**config.mk**
```make
export PLATFORM = sky130hd
export DESIGN_NAME = piano_tile_renderer_flat
export DESIGN_NICKNAME = d
export VERILOG_FILES = /design/src/rtl/piano_tile_renderer_if.sv /design/src/rtl/piano_tile_renderer.sv /design/src/flat_wrapper.sv
export SDC_FILE = /design/constraint.sdc
export NUM_CORES = 1
export LEC_CHECK = 0
export ABC_AREA = 1
export BUFFER_PORTS_ARGS = -buffer_cell sky130_fd_sc_hd__buf_2
export CAP_MARGIN = 20
export CORE_MARGIN = 3
export CORE_UTILIZATION = 34
export DETAILED_ROUTE_END_ITERATION = 12
export RECOVER_POWER = 50
export SETUP_SLACK_MARGIN = 0.02
export SLEW_MARGIN = 25
export SYNTH_ARGS = -nofsm -noshare
export SYNTH_HDL_FRONTEND = slang
export SYNTH_SLANG_ARGS = --single-unit
```
**constraint.sdc**
```tcl
create_clock -name i_clk -period 2.7 [get_ports i_clk]
set_clock_uncertainty 0.1 [all_clocks]
set_input_delay 0.135 -clock i_clk [delete_from_list [all_inputs] [get_ports i_clk]]
set_output_delay 0.135 -clock i_clk [all_outputs]
set_load 0.05 [all_outputs]
```
**src/rtl/piano_tile_renderer_if.sv**
```systemverilog
// Pixel/key bus between the VGA timing stage and the piano tile renderer.
// The master drives pixel coordinates and keys; the slave returns colour and judging pulses.
interface piano_tile_renderer_if;
    logic [9:0]  i_x;
    logic [9:0]  i_y;
    logic        i_active;
    logic        i_vsync;
    logic [3:0]  i_key;
    logic [11:0] o_rgb;
    logic        o_active;
    logic        o_hit;
    logic        o_miss;
    logic        o_game_over;

    modport master (
        output i_x, i_y, i_active, i_vsync, i_key,
        input  o_rgb, o_active, o_hit, o_miss, o_game_over
    );

    modport slave (
        input  i_x, i_y, i_active, i_vsync, i_key,
        output o_rgb, o_active, o_hit, o_miss, o_game_over
    );
endinterface

```
**src/rtl/piano_tile_renderer.sv**
```systemverilog
// Piano-tiles game field: scrolls 5 rows of tiles across 4 lanes, judges key presses
// and renders registered 12-bit RGB one clock behind the VGA timing stage.
module piano_tile_renderer #(
    parameter int unsigned  SPEED     = 4,
    parameter logic [11:0]  TILE_RGB  = 12'h000,
    parameter logic [11:0]  BG_RGB    = 12'hFFF,
    parameter logic [11:0]  LINE_RGB  = 12'h888,
    parameter logic [15:0]  LFSR_SEED = 16'hACE1
) (
    input  logic                  i_clk,
    input  logic                  i_rst,
    piano_tile_renderer_if.slave  bus
);
    localparam logic [7:0] STEP = 8'(SPEED);

    logic        vsync_q;
    logic [6:0]  offset_q;
    logic [4:0]  row_valid_q;
    logic [1:0]  row_lane_q [5];
    logic [15:0] lfsr_q;
    logic [11:0] rgb_q;
    logic        active_q;
    logic        hit_q;
    logic        miss_q;
    logic        game_over_q;

    logic        frame_tick;
    logic        advance;
    logic        shift;
    logic [7:0]  sum;
    logic [15:0] lfsr_next;

    assign frame_tick = vsync_q & ~bus.i_vsync;
    assign advance    = frame_tick & ~game_over_q;
    assign sum        = {1'b0, offset_q} + STEP;
    assign shift      = advance & sum[7];
    assign lfsr_next  = {lfsr_q[14:0], lfsr_q[15] ^ lfsr_q[13] ^ lfsr_q[12] ^ lfsr_q[10]};

    // Judging always looks at the pre-shift hit row.
    logic [3:0] match;
    logic       hit_now;
    logic       key_miss;
    logic       clear_row4;
    logic       row4_left;
    logic       miss_now;

    assign match      = row_valid_q[4] ? (4'b0001 << row_lane_q[4]) : 4'b0000;
    assign hit_now    = |(bus.i_key & match);
    assign key_miss   = |(bus.i_key & ~match);
    assign clear_row4 = hit_now & ~game_over_q;
    assign row4_left  = row_valid_q[4] & ~clear_row4;
    assign miss_now   = key_miss | (shift & row4_left);

    logic [9:0]  yy;
    logic [2:0]  row_idx;
    logic [1:0]  pix_lane;
    logic        tile_on;
    logic [11:0] rgb_d;

    assign yy      = bus.i_y + 10'd128 - {3'b000, offset_q};
    assign row_idx = yy[9:7];

    always_comb begin
        if (bus.i_x < 10'd160)      pix_lane = 2'd0;
        else if (bus.i_x < 10'd320) pix_lane = 2'd1;
        else if (bus.i_x < 10'd480) pix_lane = 2'd2;
        else                        pix_lane = 2'd3;
    end

    always_comb begin
        tile_on = 1'b0;
        case (row_idx)
            3'd0:    tile_on = row_valid_q[0] && (row_lane_q[0] == pix_lane);
            3'd1:    tile_on = row_valid_q[1] && (row_lane_q[1] == pix_lane);
            3'd2:    tile_on = row_valid_q[2] && (row_lane_q[2] == pix_lane);
            3'd3:    tile_on = row_valid_q[3] && (row_lane_q[3] == pix_lane);
            3'd4:    tile_on = row_valid_q[4] && (row_lane_q[4] == pix_lane);
            default: tile_on = 1'b0;
        endcase
    end

    always_comb begin
        rgb_d = BG_RGB;
        if (!bus.i_active) begin
            rgb_d = 12'h000;
        end else if (bus.i_x == 10'd159 || bus.i_x == 10'd319 || bus.i_x == 10'd479) begin
            rgb_d = LINE_RGB;
        end else if (tile_on) begin
            rgb_d = TILE_RGB;
        end
    end

    always_ff @(posedge i_clk) begin
        if (i_rst) begin
            vsync_q     <= 1'b1;
            offset_q    <= '0;
            row_valid_q <= '0;
            for (int k = 0; k < 5; k++) row_lane_q[k] <= 2'd0;
            lfsr_q      <= LFSR_SEED;
            rgb_q       <= '0;
            active_q    <= 1'b0;
            hit_q       <= 1'b0;
            miss_q      <= 1'b0;
            game_over_q <= 1'b0;
        end else begin
            vsync_q  <= bus.i_vsync;
            rgb_q    <= rgb_d;
            active_q <= bus.i_active;
            hit_q    <= hit_now;
            miss_q   <= miss_now;
            if (miss_now) game_over_q <= 1'b1;
            if (advance) offset_q <= sum[6:0];
            if (shift) begin
                for (int k = 4; k > 0; k--) begin
                    row_valid_q[k] <= row_valid_q[k-1];
                    row_lane_q[k]  <= row_lane_q[k-1];
                end
                row_valid_q[0] <= 1'b1;
                row_lane_q[0]  <= lfsr_q[1:0];
                lfsr_q         <= lfsr_next;
            end else if (clear_row4) begin
                row_valid_q[4] <= 1'b0;
            end
        end
    end

    assign bus.o_rgb       = rgb_q;
    assign bus.o_active    = active_q;
    assign bus.o_hit       = hit_q;
    assign bus.o_miss      = miss_q;
    assign bus.o_game_over = game_over_q;
endmodule

```
**src/flat_wrapper.sv**
```systemverilog
// flat-port wrapper written by rule: the top's interface ports become plain ports
module piano_tile_renderer_flat 
#(
    parameter int unsigned  SPEED     = 4,
    parameter logic [11:0]  TILE_RGB  = 12'h000,
    parameter logic [11:0]  BG_RGB    = 12'hFFF,
    parameter logic [11:0]  LINE_RGB  = 12'h888,
    parameter logic [15:0]  LFSR_SEED = 16'hACE1
)
  (i_clk, i_rst, bus_i_x, bus_i_y, bus_i_active, bus_i_vsync, bus_i_key, bus_o_rgb, bus_o_active, bus_o_hit, bus_o_miss, bus_o_game_over);
  piano_tile_renderer_if bus_i ();
  input  logic i_clk;
  input  logic i_rst;
  input wire logic [$bits(bus_i.i_x)-1:0] bus_i_x;
  input wire logic [$bits(bus_i.i_y)-1:0] bus_i_y;
  input wire logic [$bits(bus_i.i_active)-1:0] bus_i_active;
  input wire logic [$bits(bus_i.i_vsync)-1:0] bus_i_vsync;
  input wire logic [$bits(bus_i.i_key)-1:0] bus_i_key;
  output wire logic [$bits(bus_i.o_rgb)-1:0] bus_o_rgb;
  output wire logic [$bits(bus_i.o_active)-1:0] bus_o_active;
  output wire logic [$bits(bus_i.o_hit)-1:0] bus_o_hit;
  output wire logic [$bits(bus_i.o_miss)-1:0] bus_o_miss;
  output wire logic [$bits(bus_i.o_game_over)-1:0] bus_o_game_over;
  assign bus_i.i_x = bus_i_x;
  assign bus_i.i_y = bus_i_y;
  assign bus_i.i_active = bus_i_active;
  assign bus_i.i_vsync = bus_i_vsync;
  assign bus_i.i_key = bus_i_key;
  assign bus_o_rgb = bus_i.o_rgb;
  assign bus_o_active = bus_i.o_active;
  assign bus_o_hit = bus_i.o_hit;
  assign bus_o_miss = bus_i.o_miss;
  assign bus_o_game_over = bus_i.o_game_over;
  piano_tile_renderer #(.SPEED(SPEED), .TILE_RGB(TILE_RGB), .BG_RGB(BG_RGB), .LINE_RGB(LINE_RGB), .LFSR_SEED(LFSR_SEED)) u_core (.i_clk(i_clk), .i_rst(i_rst), .bus(bus_i));
endmodule
```
==> summary.md <==
| Metric | Value |
|---|---|
| Status | complete, no violations |
| First-pass GRT wire length | 8217 um |
| Core box area | 6944 um^2 |
| WL per Instance | 10.09 um |
| Clock Path Buffers | 2 |
| Worst reg2reg path endpoint | u_core.bus.o_rgb[7] |
| Max VDD drop | 0.0002597 V |
| Comb pwr share | 0.186 |
| Setup Buffers After CTS | 0 |
| Post-synth ARST share | 0 |
| Top post-synthesis cells by area | dfxtp_1 (27%), edfxtp_1 (12%), nand2_1 (9.8%) |
| Layout area overhead | 11.57% |
| Initial core utilization | 0.3582 |
| Post_cts resized | 0 |
| Slew @ Worst Pin | 0.6088 ns |
| Synth Cell Area | 2487 um^2 |
| Pwr/cell area | 487.1 nW/um^2 |
| Mapped Nets | 363 |
| DP HPWL | 3491 um |
| Die Wd | 91.53 um |
| Minimum clock period | 2.330 ns |
| Final WL | 4602 um |
| Worst path cell trace | dlygate4sd3_1, buf_2, inv_1, nand3_1, clkinv_1, nand2_1, clkinv_1, nand3_1, inv_1, nor2_4, inv_2 |
| Pwr Total | 1.352 mW |
| N_diodes | 0 |
| Post-synthesis cell count | 322 |
| Main flop type after synthesis | dfxtp_1 |
| Max Clk Rate | 429.2 MHz |
| Die Y | 91.53 um |
| Final worst path period share | 0.8629 |
| Origin of the critical flop-to-flop path | u_core.offset_q[6] |
| Clock power frac | 0.313 |
| Largest net degree at the start of global routing | 24 |
| Top-count cell post-synth | nand2_1 |
| PortBufs | 42 |
| Die area | 8378 um^2 |
| Layout net count | 400 |
| Net Sw Power | 421.5 uW |
| Cell Rows | 30 |
| Synth unique cells | 34 |
| Cell count of the worst reg-to-reg path | 13 |
| Sequential share of the synthesized area | 0.3863 |
| Initial antenna violation count | 0 |
| CTS tree | done |
| Internal power | 930.3 uW |
| CP peak stage delay | 0.53 ns |
| CP Class | input pin to flip-flop |
| Relative slew slack | 0.5959 |
| Hold Path Origin | i_rst |
| Latest clock arrival within the worst-skew pair | 0.30 ns |
| CTS Hold Buffers Added | 2 |
| Fin. max-slew vios | 0 |
| Synthesis Warnings | 0 |
| Share of layout cells above drive strength 1 | 0.1611 |
| CP arrival | 2.17 ns |
| Total number of H-tree levels | 2 |
| # IOs | 44 |
| Setup crit start kind | input pin |
| Overall Global Routing Usage | 0.1195 |
| Drt pass-1 iters | 4 |
| Via density | 4.395 |
| GP Congestion | 0.7944 |
| Pleak | 1.309 nW |
| Grt ovf | 0 |
| Hold Crit Depth | 2 |
| Post-synth top cells | nand2_1 (65), inv_1 (58), dfxtp_1 (33), nor2_1 (30), nand3_1 (22) |
| Syn_area_per_cell | 7.725 um^2 |
| Worst R2R Setup Slack | 0.46 ns |
| Vias in the first global route | 1931 |
| Flop pwr share | 0.501 |
| Cell taking the most area after synthesis | dfxtp_1 |
| Worst Hold Class | input pin to flip-flop |
| CP bufs+invs | 7 |
| Worst setup EP type | flip-flop |
| Number of flops mapped to enable cells by yosys | 10 |
| Clock sinks | 43 |
| DR vias | 2004 |
| Max_cap viols | 0 |
| CP max FO | 23 |
| CP top delay family | buffers and inverters |
| Hold Path End | u_core.bus.o_miss |
| Flops & latches, synth | 43 |
| Total CTS buffers | 5 |
| CP max stage cell | dlygate4sd3_1 |
| Required time worst endpoint | 2.54 ns |
| Post-DRT Antenna Nets | 0 |
| Switch share | 0.3118 |
| Fin Setup TNS | 0 ns |
| Initial DRC count | 64 |
| Setup Viol. Count Final | 0 |
| Post-route DRC violation count | 0 |
| CTS Root Cell | clkbuf_8 |
| Clock-pin slew on the worst setup and hold paths | 0.08 ns |
| Post-synth top area share | 0.2656 |
| Final hold vios | 0 |
| RSZ-0062 raised after global routing | no |
[power groups by stage]
stage | logic [mW] | registers [mW] | clock network, mW
finish | 0.252 | 0.677 | 0.423
global route | 0.284 | 0.680 | 0.468
CTS | 0.259 | 0.677 | 0.440
detailed placement | 0.256 | 0.692 | 0
global placement | 0.251 | 0.692 | 0
floorplan | 0.190 | 0.710 | 0
[worst max-delay path by stage]
stage / slack [ns] / from / depth (start not counted) / to
final: 0.37 / bus_i_vsync / 11 / u_core.row_lane_q[0][6]
after detailed placement: 0.42 / u_core.offset_q[6] / 13 / u_core.bus.o_rgb[7]
after global placement: 0.47 / u_core.offset_q[6] / 13 / u_core.bus.o_rgb[7]
after global routing: 0.18 / bus_i_vsync / 11 / u_core.row_lane_q[0][7]
after floorplan: 0.62 / u_core.offset_q[5] / 15 / u_core.bus.o_rgb[7]
after CTS: 0.40 / u_core.offset_q[6] / 13 / u_core.bus.o_rgb[7]
[final cells by class]
| cell class | instances | area (um^2) |
|---|---|---|
| clock buffer | 5 | 68.82 |
| sequential | 43 | 960.9 |
| tap | 96 | 120.1 |
| multi-input combinational | 197 | 1135 |
| timing repair buffer | 44 | 210.2 |
| inverter | 68 | 255.2 |
| clock inverter | 3 | 25.02 |
| fill | 711 | 4169 |
[cell usage in the layout (no fill, tap or decap)]
| cell type | netlist | final |
|---|---|---|
| nor2_8 | 1 | 1 |
| nor2_1 | 30 | 30 |
| clkinv_1 | 0 | 2 |
| clkbuf_8 | 0 | 5 |
| o31ai_1 | 1 | 1 |
| dlygate4sd3_1 | 0 | 2 |
| a221oi_1 | 1 | 1 |
| edfxtp_1 | 10 | 10 |
| nand2_1 | 65 | 66 |
| a21oi_2 | 1 | 1 |
| nor2_4 | 1 | 1 |
| nor3_1 | 3 | 3 |
| nand4_1 | 2 | 2 |
| a22oi_1 | 6 | 6 |
| o22ai_2 | 10 | 10 |
| nor3_4 | 1 | 1 |
| o21ai_0 | 7 | 8 |
| buf_2 | 1 | 26 |
| and3_1 | 1 | 1 |
| dfxtp_1 | 33 | 33 |
| or2_0 | 1 | 2 |
| nand3_1 | 22 | 24 |
| ha_1 | 13 | 13 |
| clkbuf_1 | 0 | 16 |
| inv_1 | 58 | 60 |
| xor2_1 | 3 | 3 |
| xnor2_1 | 3 | 3 |
| clkinvlp_4 | 0 | 1 |
| a21oi_1 | 12 | 12 |
| nand2_2 | 5 | 4 |
| o22ai_1 | 4 | 4 |
| clkinv_4 | 0 | 2 |
| inv_2 | 9 | 6 |
[stage by stage]
step	instance area, um^2	hold WS [ns]	cells	setup slack, ns	util
after floorplan	2487	0.1309	322	0.6186	-
after global placement	2704	0.2383	446	0.4692	0.3894
after detailed placement	2704	0.2349	446	0.4233	0.3894
after CTS	2818	0.1017	456	0.4047	0.4058
after global routing	2775	0.1018	456	0.1751	0.3996
final	2775	0.1040	456	0.3700	0.3996
[cell families (layout without fill, tap and decap cells)]
kind of cell / count (synthesis) / after routing / share of synthesized area
xor+xnor: 6 / 6 / 0.02113
simple gates: 135 / 135 / 0.2490
fa+ha+maj: 13 / 13 / 0.06539
flops: 43 / 43 / 0.3863
compound gates: 43 / 43 / 0.1288
buf+inv: 82 / 120 / 0.1494
[routing by layer]
metal  vias to the layer above  part of all wire  track usage
met4                         0             0.022      0.05653
met2                        38              0.47       0.2069
met3                        10             0.039      0.02403
li1                       1086                 -            -
met1                       870              0.47       0.1402
met5                         -                 0            0
[state kept, by name (all words and copies together), names as in the netlist]
| register | count |
|---|---|
| u_core.bus.o_rgb | 2 |
| u_core.bus.o_miss | 1 |
| u_core.bus.o_game_over | 1 |
| u_core.bus.o_active | 1 |
| u_core.row_lane_q | 10 |
| u_core.bus.o_hit | 1 |
| u_core.vsync_q | 1 |
| u_core.row_valid_q | 5 |
| u_core.lfsr_q | 16 |
| u_core.offset_q | 5 |
(Power assumes the default switching activity.)
